$ cat src/rtl/mux_tree_pipe_if.sv
// Bus bundle for mux_tree_pipe: packed channels, select, valid and clock
// enable in; selected channel, valid and range error out.
interface mux_tree_pipe_if #(
  parameter int unsigned DATA_W = 8,
  parameter int unsigned N_IN   = 8
);
  localparam int unsigned LEVELS = $clog2(N_IN);
  localparam int unsigned SEL_W  = (LEVELS > 1) ? LEVELS : 1;

  logic                     CE;
  logic [N_IN*DATA_W-1:0]   I;
  logic [SEL_W-1:0]         S;
  logic                     VI;
  logic [DATA_W-1:0]        O;
  logic                     VO;
  logic                     ERR;

  modport master (output CE, I, S, VI, input  O, VO, ERR);
  modport slave  (input  CE, I, S, VI, output O, VO, ERR);
endinterface

$ cat src/rtl/mux_tree_pipe.sv
// Pipelined N:1 wide mux: binary tree of 2:1 levels with a register bank
// every REG_EVERY levels and always after the last level.
module mux_tree_pipe #(
  parameter int unsigned DATA_W    = 8,
  parameter int unsigned N_IN      = 8,
  parameter int unsigned REG_EVERY = 1
) (
  input logic           CLK,
  input logic           RST,
  mux_tree_pipe_if.slave bus
);
  localparam int unsigned LEVELS = $clog2(N_IN);
  localparam int unsigned SEL_W  = (LEVELS > 1) ? LEVELS : 1;

  for (genvar l = 0; l < LEVELS; l++) begin : g_lvl
    localparam int unsigned NI     = (N_IN + (1 << l) - 1) >> l;
    localparam int unsigned NO     = (NI + 1) / 2;
    localparam int unsigned SW     = SEL_W - l;
    localparam bit          LAST   = (l == LEVELS - 1);
    localparam bit          DO_REG = LAST || (((l + 1) % REG_EVERY) == 0);

    logic [DATA_W-1:0] w_a [NI];
    logic [SW-1:0]     w_sa;
    logic              w_va;
    logic              w_ea;
    logic [DATA_W-1:0] w_d [NO];
    logic [DATA_W-1:0] w_q [NO];
    logic              w_vq;
    logic              w_eq;

    // Level inputs: raw channels at the leaves, previous level otherwise.
    if (l == 0) begin : g_src
      for (genvar k = 0; k < N_IN; k++) begin : g_ch
        assign w_a[k] = bus.I[k*DATA_W +: DATA_W];
      end
      assign w_sa = bus.S;
      assign w_va = bus.VI;
      assign w_ea = (32'(bus.S) >= 32'(N_IN));
    end else begin : g_src
      assign w_a  = g_lvl[l-1].w_q;
      assign w_sa = g_lvl[l-1].g_sp.w_sq;
      assign w_va = g_lvl[l-1].w_vq;
      assign w_ea = g_lvl[l-1].w_eq;
    end

    // An unpaired last node yields zero when asked for its missing sibling.
    for (genvar j = 0; j < NO; j++) begin : g_node
      logic [DATA_W-1:0] w_mux;
      if (2*j + 1 < NI) begin : g_pair
        assign w_mux = w_sa[0] ? w_a[2*j+1] : w_a[2*j];
      end else begin : g_odd
        assign w_mux = w_sa[0] ? '0 : w_a[2*j];
      end
      assign w_d[j] = (LAST && w_ea) ? '0 : w_mux;
    end

    if (DO_REG) begin : g_reg
      logic [DATA_W-1:0] r_q [NO];
      logic              r_v;
      logic              r_e;
      always_ff @(posedge CLK) begin
        if (RST) begin
          r_q <= '{default: '0};
          r_v <= 1'b0;
          r_e <= 1'b0;
        end else if (bus.CE) begin
          r_q <= w_d;
          r_v <= w_va;
          r_e <= w_ea;
        end
      end
      assign w_q  = r_q;
      assign w_vq = r_v;
      assign w_eq = r_e;
    end else begin : g_wire
      assign w_q  = w_d;
      assign w_vq = w_va;
      assign w_eq = w_ea;
    end

    // Select bits still needed by later levels ride along with the data.
    if (!LAST) begin : g_sp
      logic [SW-2:0] w_sq;
      if (DO_REG) begin : g_r
        logic [SW-2:0] r_sq;
        always_ff @(posedge CLK) begin
          if (RST)         r_sq <= '0;
          else if (bus.CE) r_sq <= w_sa[SW-1:1];
        end
        assign w_sq = r_sq;
      end else begin : g_w
        assign w_sq = w_sa[SW-1:1];
      end
    end
  end

  assign bus.O   = g_lvl[LEVELS-1].w_q[0];
  assign bus.VO  = g_lvl[LEVELS-1].w_vq;
  assign bus.ERR = g_lvl[LEVELS-1].w_eq;
endmodule

$ cat src/flat_wrapper.sv
// flat-port wrapper written by rule: the top's interface ports become plain ports
module mux_tree_pipe_flat 
#(
  parameter int unsigned DATA_W    = 8,
  parameter int unsigned N_IN      = 8,
  parameter int unsigned REG_EVERY = 1
)
  (CLK, RST, bus_CE, bus_I, bus_S, bus_VI, bus_O, bus_VO, bus_ERR);
  mux_tree_pipe_if #(.DATA_W(DATA_W), .N_IN(N_IN)) bus_i ();
  input logic CLK;
  input logic RST;
  input wire logic [$bits(bus_i.CE)-1:0] bus_CE;
  input wire logic [$bits(bus_i.I)-1:0] bus_I;
  input wire logic [$bits(bus_i.S)-1:0] bus_S;
  input wire logic [$bits(bus_i.VI)-1:0] bus_VI;
  output wire logic [$bits(bus_i.O)-1:0] bus_O;
  output wire logic [$bits(bus_i.VO)-1:0] bus_VO;
  output wire logic [$bits(bus_i.ERR)-1:0] bus_ERR;
  assign bus_i.CE = bus_CE;
  assign bus_i.I = bus_I;
  assign bus_i.S = bus_S;
  assign bus_i.VI = bus_VI;
  assign bus_O = bus_i.O;
  assign bus_VO = bus_i.VO;
  assign bus_ERR = bus_i.ERR;
  mux_tree_pipe #(.DATA_W(DATA_W), .N_IN(N_IN), .REG_EVERY(REG_EVERY)) u_core (.CLK(CLK), .RST(RST), .bus(bus_i));
endmodule
$ cat config.mk
export PLATFORM = sky130hd
export DESIGN_NAME = mux_tree_pipe_flat
export DESIGN_NICKNAME = d
export VERILOG_FILES = /design/src/rtl/mux_tree_pipe_if.sv /design/src/rtl/mux_tree_pipe.sv /design/src/flat_wrapper.sv
export SDC_FILE = /design/constraint.sdc
export NUM_CORES = 1
export LEC_CHECK = 0
export CAP_MARGIN = 20
export CORE_MARGIN = 10
export CORE_UTILIZATION = 42
export DETAILED_ROUTE_END_ITERATION = 8
export PLACE_DENSITY = 0.86
export SLEW_MARGIN = 10
export SYNTH_ARGS = -nofsm -noshare
export SYNTH_HDL_FRONTEND = slang
export SYNTH_SLANG_ARGS = --single-unit
$ cat constraint.sdc
create_clock -name CLK -period 0.95 [get_ports CLK]
set_input_delay 0.2375 -clock CLK [delete_from_list [all_inputs] [get_ports CLK]]
set_output_delay 0.2375 -clock CLK [all_outputs]
set_load 0.01 [all_outputs]
==> flow_metrics.py <==
metrics = {
    "timing": {
        "period_share_pct": 107,
        "setup_viol_count_final": 18,
        "timing.hold.ws_ns": 0.263,
        "period_needed_ns": 1.02,
        "slew_violations": 0,
        "fin_ws_ns": -0.0668,
        "hold_violations": 0,
        "max_freq_mhz": 983,
        "rsz0062_at_grt": "yes",
        "skew_ns": 0.00475,
    },
    "clocking": {
        "clk_path_buf_depth": 2,
        "cts_tree": "done",
        "htreeDepth": 3,
        "clk_pin_slew_worst_paths_ns": 0.06,
        "numClockSinks": 62,
        "clk_latency_ns": 0.34,
        "hold_buffers": 0,
        "cts_buffers": 9,
        "clockRootBuffer": "clkbuf_8",
    },
    "routing": {
        "drt_iter0_markers": 95,
        "met2_length_mm": 3.28,
        "wl_met3_um": 458,
        "wl_met1_mm": 2.84,
        "drt_wl_total_mm": 6.66,
        "drc_errors": 0,
        "wire_per_inst_um": 15.2,
        "dr.max_layer_used": "met4",
        "ant_nets": 0,
        "detailroute.via_count": 2229,
        "drt-vias-per-instance": 5.08,
        "dr.pass1.iters": 4,
    },
    "placement": {
        "io_buffers": 79,
        "gp_congestion": 0.683,
        "dp_hpwl_mm": 4.96,
    },
    "setup_path": {
        "slowest_stage": "dfxtp_4",
        "required_ns": 1.17,
        "cp_top_family": "flip-flops",
        "end_kind": "flip-flop",
        "critPathMaxStageDelay_ns": 0.40,
        "arrival_ns": 1.24,
        "cp_cell_sequence": "buf_12, mux2i_4, a211oi_2",
        "cp.buffers_inverters": 1,
        "worst_setup_path_start_kind": "flip-flop",
        "r2r_start": "u_core.g_lvl[0].g_sp.g_r.r_sq[0]$_SDFFE_PP0P_",
        "crit_type": "flip-flop to flip-flop",
        "worstSetupStartpoint": "u_core.g_lvl[0].g_sp.g_r.r_sq[0]$_SDFFE_PP0P_",
        "path_max_fanout": 8,
    },
    "outcome": {
        "status": "finished, violations left",
        "violations": "negative setup slack",
    },
    "hold_path": {
        "hp-start": "bus_CE",
        "hp-class": "primary input to flip-flop",
    },
    "floorplan": {
        "io_pins": 81,
        "dieArea_mm2": 0.0101,
        "core_area_mm2": 0.00631,
        "rows": 29,
        "die_w_um": 100,
        "initial_utilization_pct": 43.1,
        "fp.dieH_um": 100,
    },
    "yosys": {
        "ys_top_cells_by_area": "dfxtp_1 46%, mux2i_1 23%, a211oi_1 15%",
        "async_flop_share_pct": 0,
        "synth_nets": 342,
        "synth_fa_ha_area_share_pct": 0,
        "synthFlopType": "dfxtp_1",
        "synth_compound_area_share_pct": 15.4,
        "synth_xor_area_share_pct": 0,
        "synth-simple-area-share_pct": 8.55,
        "synth_top_area_share_pct": 45.6,
        "syn_avg_cell_area_um2": 10.0,
        "synth_cell_types": 11,
        "ys_warn_count": 0,
        "ys_seq_area_share_pct": 45.6,
        "synthCells": 271,
        "ys_ff_latch": 62,
        "synth_area_mm2": 0.00272,
        "muxShareOfSynthArea_pct": 22.8,
        "synth_edf_count": 0,
        "synth_top_cell_by_area": "dfxtp_1",
        "yosys-top-cells-count": "62 x dfxtp_1, 62 x mux2i_1, 62 x nor2_1",
        "synth_top_family_by_area": "multiplexers",
    },
    "global_routing": {
        "grt_overflow_total": 0,
        "antenna_found_initial": 0,
        "grt_max_degree": 34,
        "grt_pass1_wl_mm": 10.9,
        "grtUsageTotal_pct": 13.3,
        "grt_pass1_vias": 2307,
    },
    "power_and_ir_drop": {
        "total_leakage_power_nw": 1.59,
        "p_per_area_mw_per_mm2": 1510,
        "peakVddDrop_uv": 790,
    },
    "finish": {
        "antenna_cells": 0,
        "area_growth_syn_to_layout_pct": 48.3,
        "fin_nets": 430,
        "utilization_pct": 63.9,
        "drive_gt1_share_pct": 20.7,
    },
    "run": {
        "maxCapViolations": 0,
    },
}
## per-layer routing
metal  GRT usage, %  vias up
met2           21.5       63
met4           3.26        0
met1           15.8     1010
met3           5.76       10
met5              0        -
li1               -     1146
## power by group
group | switching (W) | internal, W
clock network | 0.000941 | 0.00113
registers | 0.000126 | 0.00279
logic | 0.000420 | 0.000685
## worst paths after layout
path | slack, ns | endpoint | depth (start not counted)
worst max register to register | -0.07 | u_core.g_lvl[1].g_reg.r_q[1]$_SDFFE_PP0P_ | 3
worst min register to register | 0.49 | u_core.g_lvl[1].g_reg.r_q[7]$_SDFFE_PP0P_ | 2
worst min-delay path | 0.26 | u_core.bus.O[3]$_SDFFE_PP0P_ | 2
worst max-delay path | -0.07 | u_core.g_lvl[1].g_reg.r_q[1]$_SDFFE_PP0P_ | 3
## placed cells by master, fill, tap and decap left out
master	synthesis	final
buf_2	8	2
mux2i_2	0	5
clkbuf_8	0	12
mux2i_4	0	4
clkinv_2	0	1
dfxtp_1	62	51
buf_4	4	15
clkbuf_1	9	1
dfxtp_4	0	1
conb_1	1	1
buf_6	3	9
buf_12	1	11
buf_16	0	1
a211oi_2	0	4
clkdlybuf4s50_1	0	67
a211oi_1	56	52
mux2i_1	62	53
dfxtp_2	0	10
nor2_1	62	62
## stage by stage
stage | setup slack (ns) | TNS, ns | cell area (um2) | power [W] | std cells
final | -0.0668 | -0.813 | 4040 | 0.00609 | 439
after global routing | -0.0908 | -1.44 | 4040 | 0.00636 | 439
after CTS | -0.0771 | -0.919 | 3970 | 0.00610 | 437
after detailed placement | -0.172 | -7.02 | 3680 | 0.00397 | 419
after global placement | -0.131 | -5.17 | 3680 | 0.00393 | 419
after floorplan | 0.00450 | 0 | 2720 | 0.00346 | 271
## cells by family after synthesis
kind of cell / after synthesis
AND/OR/NAND/NOR: 62
flip-flops: 62
multiplexers: 62
AO/OA/AOI/OAI: 56
buffers and inverters: 28
other: 1
## cell type report
class                           instances  area, um2
Multi-Input combinational cell        181       1370
Sequential cell                        62       1260
Timing Repair Buffer                  105       1140
Fill cell                             528       2280
Clock inverter                          1       5.00
Clock buffer                           13        169
Tap cell                               77       96.3
## sequential cells by signal (all words and copies together), names as in the netlist
register / cells
u_core.bus.O: 8
u_core.g_lvl.g_reg.r_v: 2
u_core.bus.VO: 1
u_core.g_lvl.g_reg.r_q: 48
u_core.g_lvl.g_sp.g_r.r_sq: 3
## timing repair
action / 4_1_cts / 5_1_grt
gates resized for setup: 64 / 10
pin swaps: 5 / 12
cloned: 1 / 0
setup buffers: 3 / 2
setup endpoints to repair: 22 / 30
Note: power is estimated with default switching activity, not from simulation.
